--- src/rtl/comp_search_if.sv ---
// comp_search_if: search control, comparator and result signals of comp_search.
// master is the requester/comparator side; slave is comp_search itself.
interface comp_search_if;
   logic       start;
   logic [3:0] probe;
   logic       cmp_eq;
   logic       cmp_lt;
   logic       cmp_gt;
   logic       busy;
   logic       done;
   logic       found;
   logic       err;
   logic [3:0] result;
   logic [2:0] steps;

   modport master (
      output start, cmp_eq, cmp_lt, cmp_gt,
      input  probe, busy, done, found, err, result, steps
   );

   modport slave (
      input  start, cmp_eq, cmp_lt, cmp_gt,
      output probe, busy, done, found, err, result, steps
   );
endinterface

--- src/rtl/comp_search.sv ---
// comp_search: binary search of a 4-bit target through an external comparator.
// Define COMP_SEARCH_STEPCNT_EN to count SAMPLE evaluations on steps; otherwise steps is 0.
module comp_search (
   input  logic          clk,
   input  logic          rst_n,
   comp_search_if.slave  bus
);
   localparam logic [1:0] IDLE   = 2'd0;
   localparam logic [1:0] DRIVE  = 2'd1;
   localparam logic [1:0] SAMPLE = 2'd2;
   localparam logic [1:0] DONE   = 2'd3;

   logic [1:0] state_q, state_d;
   logic [3:0] lo_q, lo_d;
   logic [3:0] hi_q, hi_d;
   logic [3:0] probe_q, probe_d;
   logic [3:0] result_q, result_d;
   logic       found_q, found_d;
   logic       err_q, err_d;
   logic [4:0] sum_up, sum_dn;
   logic       one_hot;

   // Midpoints in 5 bits so probe+1+hi never wraps; the invariant lo<=probe keeps sum_dn non-negative.
   assign sum_up  = {1'b0, probe_q} + 5'd1 + {1'b0, hi_q};
   assign sum_dn  = {1'b0, lo_q} + {1'b0, probe_q} - 5'd1;
   assign one_hot = (bus.cmp_eq ^ bus.cmp_lt ^ bus.cmp_gt) & ~(bus.cmp_eq & bus.cmp_lt & bus.cmp_gt);

   always_comb begin
      state_d  = state_q;
      lo_d     = lo_q;
      hi_d     = hi_q;
      probe_d  = probe_q;
      result_d = result_q;
      found_d  = found_q;
      err_d    = err_q;
      case (state_q)
         IDLE: if (bus.start) begin
            lo_d    = 4'd0;
            hi_d    = 4'd15;
            probe_d = 4'd7;
            found_d = 1'b0;
            err_d   = 1'b0;
            state_d = DRIVE;
         end
         DRIVE: state_d = SAMPLE;
         SAMPLE: begin
            state_d = DONE;
            if (!one_hot) err_d = 1'b1;
            else if (bus.cmp_eq) begin
               result_d = probe_q;
               found_d  = 1'b1;
            end else if (bus.cmp_lt && probe_q != hi_q) begin
               lo_d    = probe_q + 4'd1;
               probe_d = sum_up[4:1];
               state_d = DRIVE;
            end else if (bus.cmp_gt && probe_q != lo_q) begin
               hi_d    = probe_q - 4'd1;
               probe_d = sum_dn[4:1];
               state_d = DRIVE;
            end
         end
         default: state_d = IDLE;
      endcase
   end

   always_ff @(posedge clk) begin
      if (!rst_n) begin
         state_q  <= IDLE;
         lo_q     <= 4'd0;
         hi_q     <= 4'd15;
         probe_q  <= 4'd0;
         result_q <= 4'd0;
         found_q  <= 1'b0;
         err_q    <= 1'b0;
      end else begin
         state_q  <= state_d;
         lo_q     <= lo_d;
         hi_q     <= hi_d;
         probe_q  <= probe_d;
         result_q <= result_d;
         found_q  <= found_d;
         err_q    <= err_d;
      end
   end

`ifdef COMP_SEARCH_STEPCNT_EN
   logic [2:0] steps_q, steps_d;

   always_comb begin
      steps_d = steps_q;
      if (state_q == IDLE && bus.start) steps_d = 3'd0;
      else if (state_q == SAMPLE) steps_d = steps_q + 3'd1;
   end

   always_ff @(posedge clk) begin
      if (!rst_n) steps_q <= 3'd0;
      else steps_q <= steps_d;
   end

   assign bus.steps = steps_q;
`else
   assign bus.steps = 3'd0;
`endif

   assign bus.probe  = probe_q;
   assign bus.busy   = state_q == DRIVE || state_q == SAMPLE;
   assign bus.done   = state_q == DONE;
   assign bus.found  = found_q;
   assign bus.err    = err_q;
   assign bus.result = result_q;
endmodule

--- src/flat_wrapper.sv ---
// flat-port wrapper written by rule: the top's interface ports become plain ports
module comp_search_flat 
  (clk, rst_n, bus_start, bus_cmp_eq, bus_cmp_lt, bus_cmp_gt, bus_probe, bus_busy, bus_done, bus_found, bus_err, bus_result, bus_steps);
  comp_search_if bus_i ();
  input  logic clk;
  input  logic rst_n;
  input wire logic [$bits(bus_i.start)-1:0] bus_start;
  input wire logic [$bits(bus_i.cmp_eq)-1:0] bus_cmp_eq;
  input wire logic [$bits(bus_i.cmp_lt)-1:0] bus_cmp_lt;
  input wire logic [$bits(bus_i.cmp_gt)-1:0] bus_cmp_gt;
  output wire logic [$bits(bus_i.probe)-1:0] bus_probe;
  output wire logic [$bits(bus_i.busy)-1:0] bus_busy;
  output wire logic [$bits(bus_i.done)-1:0] bus_done;
  output wire logic [$bits(bus_i.found)-1:0] bus_found;
  output wire logic [$bits(bus_i.err)-1:0] bus_err;
  output wire logic [$bits(bus_i.result)-1:0] bus_result;
  output wire logic [$bits(bus_i.steps)-1:0] bus_steps;
  assign bus_i.start = bus_start;
  assign bus_i.cmp_eq = bus_cmp_eq;
  assign bus_i.cmp_lt = bus_cmp_lt;
  assign bus_i.cmp_gt = bus_cmp_gt;
  assign bus_probe = bus_i.probe;
  assign bus_busy = bus_i.busy;
  assign bus_done = bus_i.done;
  assign bus_found = bus_i.found;
  assign bus_err = bus_i.err;
  assign bus_result = bus_i.result;
  assign bus_steps = bus_i.steps;
  comp_search u_core (.clk(clk), .rst_n(rst_n), .bus(bus_i));
endmodule
--- config.mk ---
export PLATFORM = sky130hd
export DESIGN_NAME = comp_search_flat
export DESIGN_NICKNAME = d
export VERILOG_FILES = /design/src/rtl/comp_search_if.sv /design/src/rtl/comp_search.sv /design/src/flat_wrapper.sv
export SDC_FILE = /design/constraint.sdc
export NUM_CORES = 1
export LEC_CHECK = 0
export ABC_AREA = 1
export CORE_MARGIN = 8
export CORE_UTILIZATION = 58
export DETAILED_ROUTE_END_ITERATION = 6
export PLACE_DENSITY = 0.88
export SYNTH_ARGS = -nofsm -noshare
export SYNTH_HDL_FRONTEND = slang
export SYNTH_SLANG_ARGS = --single-unit
--- constraint.sdc ---
create_clock -name clk -period 4.6 [get_ports clk]
set_input_delay 0.69 -clock clk [delete_from_list [all_inputs] [get_ports clk]]
set_output_delay 0.69 -clock clk [all_outputs]
set_load 0.005 [all_outputs]
==> results.cfg, run 1 <==
[cells_and_area]
seq_area_um2 = 400
fin_nets = 255
final.fill_count = 193
final_common_cell = nand2_1
drive_above_1_share_pct = 7.86
final_cell_mix = 43 x nand2_1, 30 x inv_1, 22 x nor2_1
stdcell_area_um2 = 1710
n_antenna_cell = 0
multi_input_area_um2 = 922
finalNonFillerCells = 259
area_delta_synth_final_pct = 15.9

[logic_synthesis]
synthAdderAreaFrac_pct = 17.2
synth_edf_count = 0
synth_mux_area_share_pct = 0
synth_top_family_by_area = simple AND/OR/NAND/NOR gates
ys_warn_count = 0
synth_cells = 211
syn_area_um2 = 1470
yosysSeqAreaShare_pct = 27.2
synth_compound_area_share_pct = 11.6
synth_xor_area_share_pct = 1.19
synthDistinctLibCells = 28
synthSimpleGateAreaFrac_pct = 31.9
synth_top_flop_cell = dfxtp_1
ys_seq_elements = 20
syn_area_per_cell_um2 = 6.98
synthArstFlopShare_pct = 0

[sta]
post-route-period-util_pct = 49.7
fmax_mhz = 438
hold_violations = 0
worst_pin_slew_ns = 0.589
period_needed_ns = 2.28
slew_headroom_pct = 60.6
rsz0062_at_grt = false
finalSetupViolations = 0
final_max_slew_viol_count = 0
fin_worst_skew_ns = 0.0145
setup_tns_ns = 0

[drt]
drt_first_pass_iters = 4
routedWlPerCell_um = 12.5
ant_nets = 0
vias_per_cell = 5.31
drc_errors = 0
drt-total-wl_um = 3240
drt_iter0_markers = 64
dr_total_vias = 1374

[setup_path]
cp_slowest_stage_delay_ns = 0.47
cp_top_family = adder cells
critPathRequiredTime_ns = 4.81
timing.rr.start = u_core.bus.probe[1]
slowest_stage = fa_1
cp_cell_sequence = inv_1 -> ha_1 -> inv_1 -> ha_1 -> inv_1 -> fa_1 -> inv_1 -> nand2_1 -> nand3_1 -> o21bai_1 -> nor2_1
crit_fanout = 6
crit_type = reg -> reg
crit_top_cell = inv_1
worstPathArrival_ns = 2.49
setup.worst_path.start = u_core.bus.probe[1]
cp-start-kind = flip-flop
path_buf_inv = 4
critPathCaptureType = flip-flop

[min_path]
hold_class = reg -> reg
hold_path_startpoint = u_core.bus.found

[placement]
place_congestion = 0.863
place_hpwl_um = 2450
place_area_um2 = 1650
port_buffers = 17
placedCellCount = 255

[pwr]
p_leak_nw = 0.832
ir_drop_uv = 477
power.total_mw = 1.23
p_per_area_nw_per_um2 = 723

[clock_network]
clk_pin_slew_ns = 0.13
cts_resized = 0
postCtsSetupRepairBufs = 0
insertion_delay_ns = 0.31
h-tree-depth = 1
cts-hold-fix-buffers = 0
cts_tree = built
clock_sinks = 20
cts-root-buf = clkbuf_4
cts_buffer_depth = 2
cts_buffers = 3

[floorplanning]
fp-row-count = 18
die_h_um = 66.4
core_um2 = 2430
die_w_um = 66.4
start_util_pct = 60.5
dieArea_um2 = 4410
num_io_pins = 21

[grt]
grt_overflow = 0
grt_pass1_vias = 1296
antenna_found_initial = 0
grt_pass1_wl_um = 5510
grt_max_degree = 18
grtUsageTotal_pct = 15.8

[run_status]
outcome = finished clean

[job]
maxCapViolCount = 0
[worst paths after layout]
check / endpoint / slack [ns] / depth (start not counted)
max: u_core.bus.probe[1] / 2.32 / 11
min: u_core.bus.found / 0.48 / 2
max reg2reg: u_core.bus.probe[1] / 2.32 / 11
min reg2reg: u_core.bus.found / 0.48 / 2
[power breakdown]
part	total, mW	leakage, nW	switching, mW	internal [mW]
logic	0.812	0.640	0.482	0.330
clock network	0.146	0.0279	0.0579	0.0881
registers	0.275	0.164	0.0477	0.228
total	1.23	0.832	0.587	0.646
[layout make-up]
| type | count | area share (%) |
|---|---|---|
| Timing Repair Buffer | 17 | 9.97 |
| Multi-Input combinational cell | 155 | 54.0 |
| Clock buffer | 3 | 1.32 |
| Tap cell | 30 | 2.20 |
| Clock inverter | 1 | 1.76 |
| Inverter | 33 | 7.26 |
| Sequential cell | 20 | 23.5 |
[logic make-up after synthesis]
group                      Yosys count
AOI/OAI and AO/OA                   32
and+or+nand+nor                     99
xor gates and xnor gates             2
DFF                                 20
other                                1
adders and majority gates           19
buffers and inverters               38
[per-layer routing]
layer | vias up | track usage, % | part of all wire, %
met5 | - | 0 | 0
met4 | 0 | 7.73 | 1.9
met3 | 7 | 3.05 | 5.7
met2 | 41 | 26.7 | 48
met1 | 620 | 18.6 | 44
li1 | 706 | - | -
[cell usage after synthesis (all sizes together) (2+ instances only)]
master	instances	area, um2
buf	4	30.0
inv	33	124
nand3b	3	22.5
a21oi	15	75.1
xnor2	2	17.5
nor2	25	106
dfxtp	20	400
fa	2	40.0
o211ai	2	15.0
nand3	21	133
ha	17	213
nand2	47	191
o21ai	13	65.1
[worst reg2reg max path, cell delays in order, from the launching register on]
cell	delay [ns]
dfxtp_1	0.46
inv_1	0.21
ha_1	0.35
inv_1	0.06
ha_1	0.16
inv_1	0.05
fa_1	0.47
inv_1	0.05
nand2_1	0.08
nand3_1	0.07
o21bai_1	0.17
nor2_1	0.05
[through the flow]
stage | hold WS (ns) | worst slack (ns) | util (%)
3_3_place_gp | 0.451 | 2.23 | 68.0
4_1_cts | 0.482 | 2.35 | 70.2
5_1_grt | 0.518 | 2.19 | 70.2
2_1_floorplan | 0.433 | 2.62 | -
6_report | 0.477 | 2.32 | 70.2
3_5_place_dp | 0.454 | 2.19 | 68.0
[state kept, by name (all words and copies together) (netlist names)]
name	count
u_core.bus.err	1
u_core.bus.found	1
u_core.bus.probe	4
u_core.bus.result	4
u_core.hi_q	4
u_core.lo_q	4
u_core.state_q	2
Note: power is estimated with default switching activity, not from simulation.
==> run 2: changes to the inputs <==
- CORE_UTILIZATION: 58 -> 49
- PLACE_DENSITY: 0.88 -> 0.8
- clock period: 4.6 -> 2 ns (I/O delays scaled with it)
==> results.cfg, run 2 (synthesis gave the netlist of run 1 again) <==
[min_path]
hold_class = reg -> reg

[clock_network]
insertion_delay_ns = 0.30
cts-root-buf = clkbuf_4
clk_pin_slew_ns = 0.12
cts_buffer_depth = 2
cts-hold-fix-buffers = 0
h-tree-depth = 1
cts_tree = built
cts_buffers = 3
clock_sinks = 20
postCtsSetupRepairBufs = 0

[grt]
grt_max_degree = 13
antenna_found_initial = 0
grt_pass1_vias = 1256
grt_overflow = 0
grtUsageTotal_pct = 13.6
grt_pass1_wl_um = 5570

[sta]
finalSetupViolations = 0
fmax_mhz = 525
fin_ws_ns = 0.0941
fin_worst_skew_ns = 0.00513
setup_tns_ns = 0
post-route-period-util_pct = 95.3
rsz0062_at_grt = true
final_max_slew_viol_count = 0
hold_violations = 0
period_needed_ns = 1.91

[drt]
dr_total_vias = 1359
drt_first_pass_iters = 4
drc_errors = 0
vias_per_cell = 4.96
drt-total-wl_um = 3330
ant_nets = 0
routedWlPerCell_um = 12.2
drt_iter0_markers = 96

[floorplanning]
core_um2 = 2950
dieArea_um2 = 5020
start_util_pct = 49.9
fp-row-count = 20
die_h_um = 70.8
num_io_pins = 21
die_w_um = 70.8

[cells_and_area]
final_cell_mix = 43 x nand2_1, 30 x inv_1, 22 x nor2_1
final.fill_count = 283
area_delta_synth_final_pct = 22.3
n_antenna_cell = 0
fin_nets = 267
drive_above_1_share_pct = 12.9
finalNonFillerCells = 274
stdcell_area_um2 = 1800
final_common_cell = nand2_1

[setup_path]
cp-start-kind = flip-flop
cp_top_family = adder cells
slowest_stage = fa_1
cp_slowest_stage_delay_ns = 0.48
reg2reg_slack_ns = 0.09
critPathCaptureType = flip-flop
crit_type = reg -> reg
crit_top_cell = inv_1
path_buf_inv = 4
critPathRequiredTime_ns = 2.21
cp_cell_sequence = inv_1 -> ha_1 -> inv_1 -> ha_1 -> inv_1 -> fa_1 -> inv_1 -> nand2_1 -> nand3_1 -> o21bai_1 -> nor2_1
worstPathArrival_ns = 2.12
crit_fanout = 2

[placement]
place_area_um2 = 1750
place_hpwl_um = 2630
port_buffers = 17
placedCellCount = 270
place_congestion = 0.876
place_ws_ns = 0.107

[pwr]
p_per_area_nw_per_um2 = 1630
ir_drop_uv = 760
p_leak_nw = 0.891
power.total_mw = 2.93

[job]
maxCapViolCount = 0

[run_status]
outcome = finished clean
==> run 2: changes by cell type in the layout (fill, tap and decap cells not counted), sizes merged <==
cell / change
buf: +12
==> run 2: stage by stage <==
stage / utilization (%) / hold slack (ns)
finish: 61.0 / 0.469
global route: 61.0 / 0.504
CTS: 61.0 / 0.471
detailed placement: 59.2 / 0.453
global placement: 59.2 / 0.452
floorplan: - / 0.433
==> run 2: final cells by class <==
type / instances / area (um2) / area share [%]
clock buffer: 3 / 22.5 / 1.25
clock inverter: 1 / 30.0 / 1.67
inverter: 33 / 124 / 6.88
multi-input combinational: 155 / 922 / 51.2
sequential: 20 / 402 / 22.3
tap: 33 / 41.3 / 2.29
timing repair buffer: 29 / 260 / 14.4
==> run 2: path summary, 6_finish.rpt <==
path / from / to / cells past startpoint
worst max register to register: u_core.bus.probe[1] / u_core.bus.probe[1] / 11
worst min-delay path: u_core.lo_q[0] / u_core.lo_q[0] / 2
worst max-delay path: u_core.bus.probe[1] / u_core.bus.probe[1] / 11
worst min register to register: u_core.lo_q[0] / u_core.lo_q[0] / 2
==> run 2: report_power, final <==
part	leakage (nW)	switching, mW	internal (mW)
logic	0.698	1.16	0.855
registers	0.165	0.0661	0.525
clock network	0.0279	0.130	0.203
total	0.891	1.35	1.58
==> run 2: tightest hold or removal path, stage by stage (launching register included) <==
cell and delay, ns:
dfxtp_1 0.33, nand2_1 0.06, a21oi_1 0.05
==> run 2: repair_timing <==
item | 4_1_cts | 5_1_grt
setup endpoints to repair | 0 | 2
resized for setup | 0 | 1
hold endpoints to repair | 0 | 0
==> run 2: routing by layer <==
metal  part of all wire [%]  wire length, um  vias up  track usage [%]
met5                      0                0        -                0
met4                   0.69               23        0             4.62
met3                    4.3              143        4             3.53
met2                     48             1590       24             22.9
met1                     47             1570      596             16.4
li1                       -                -      735                -
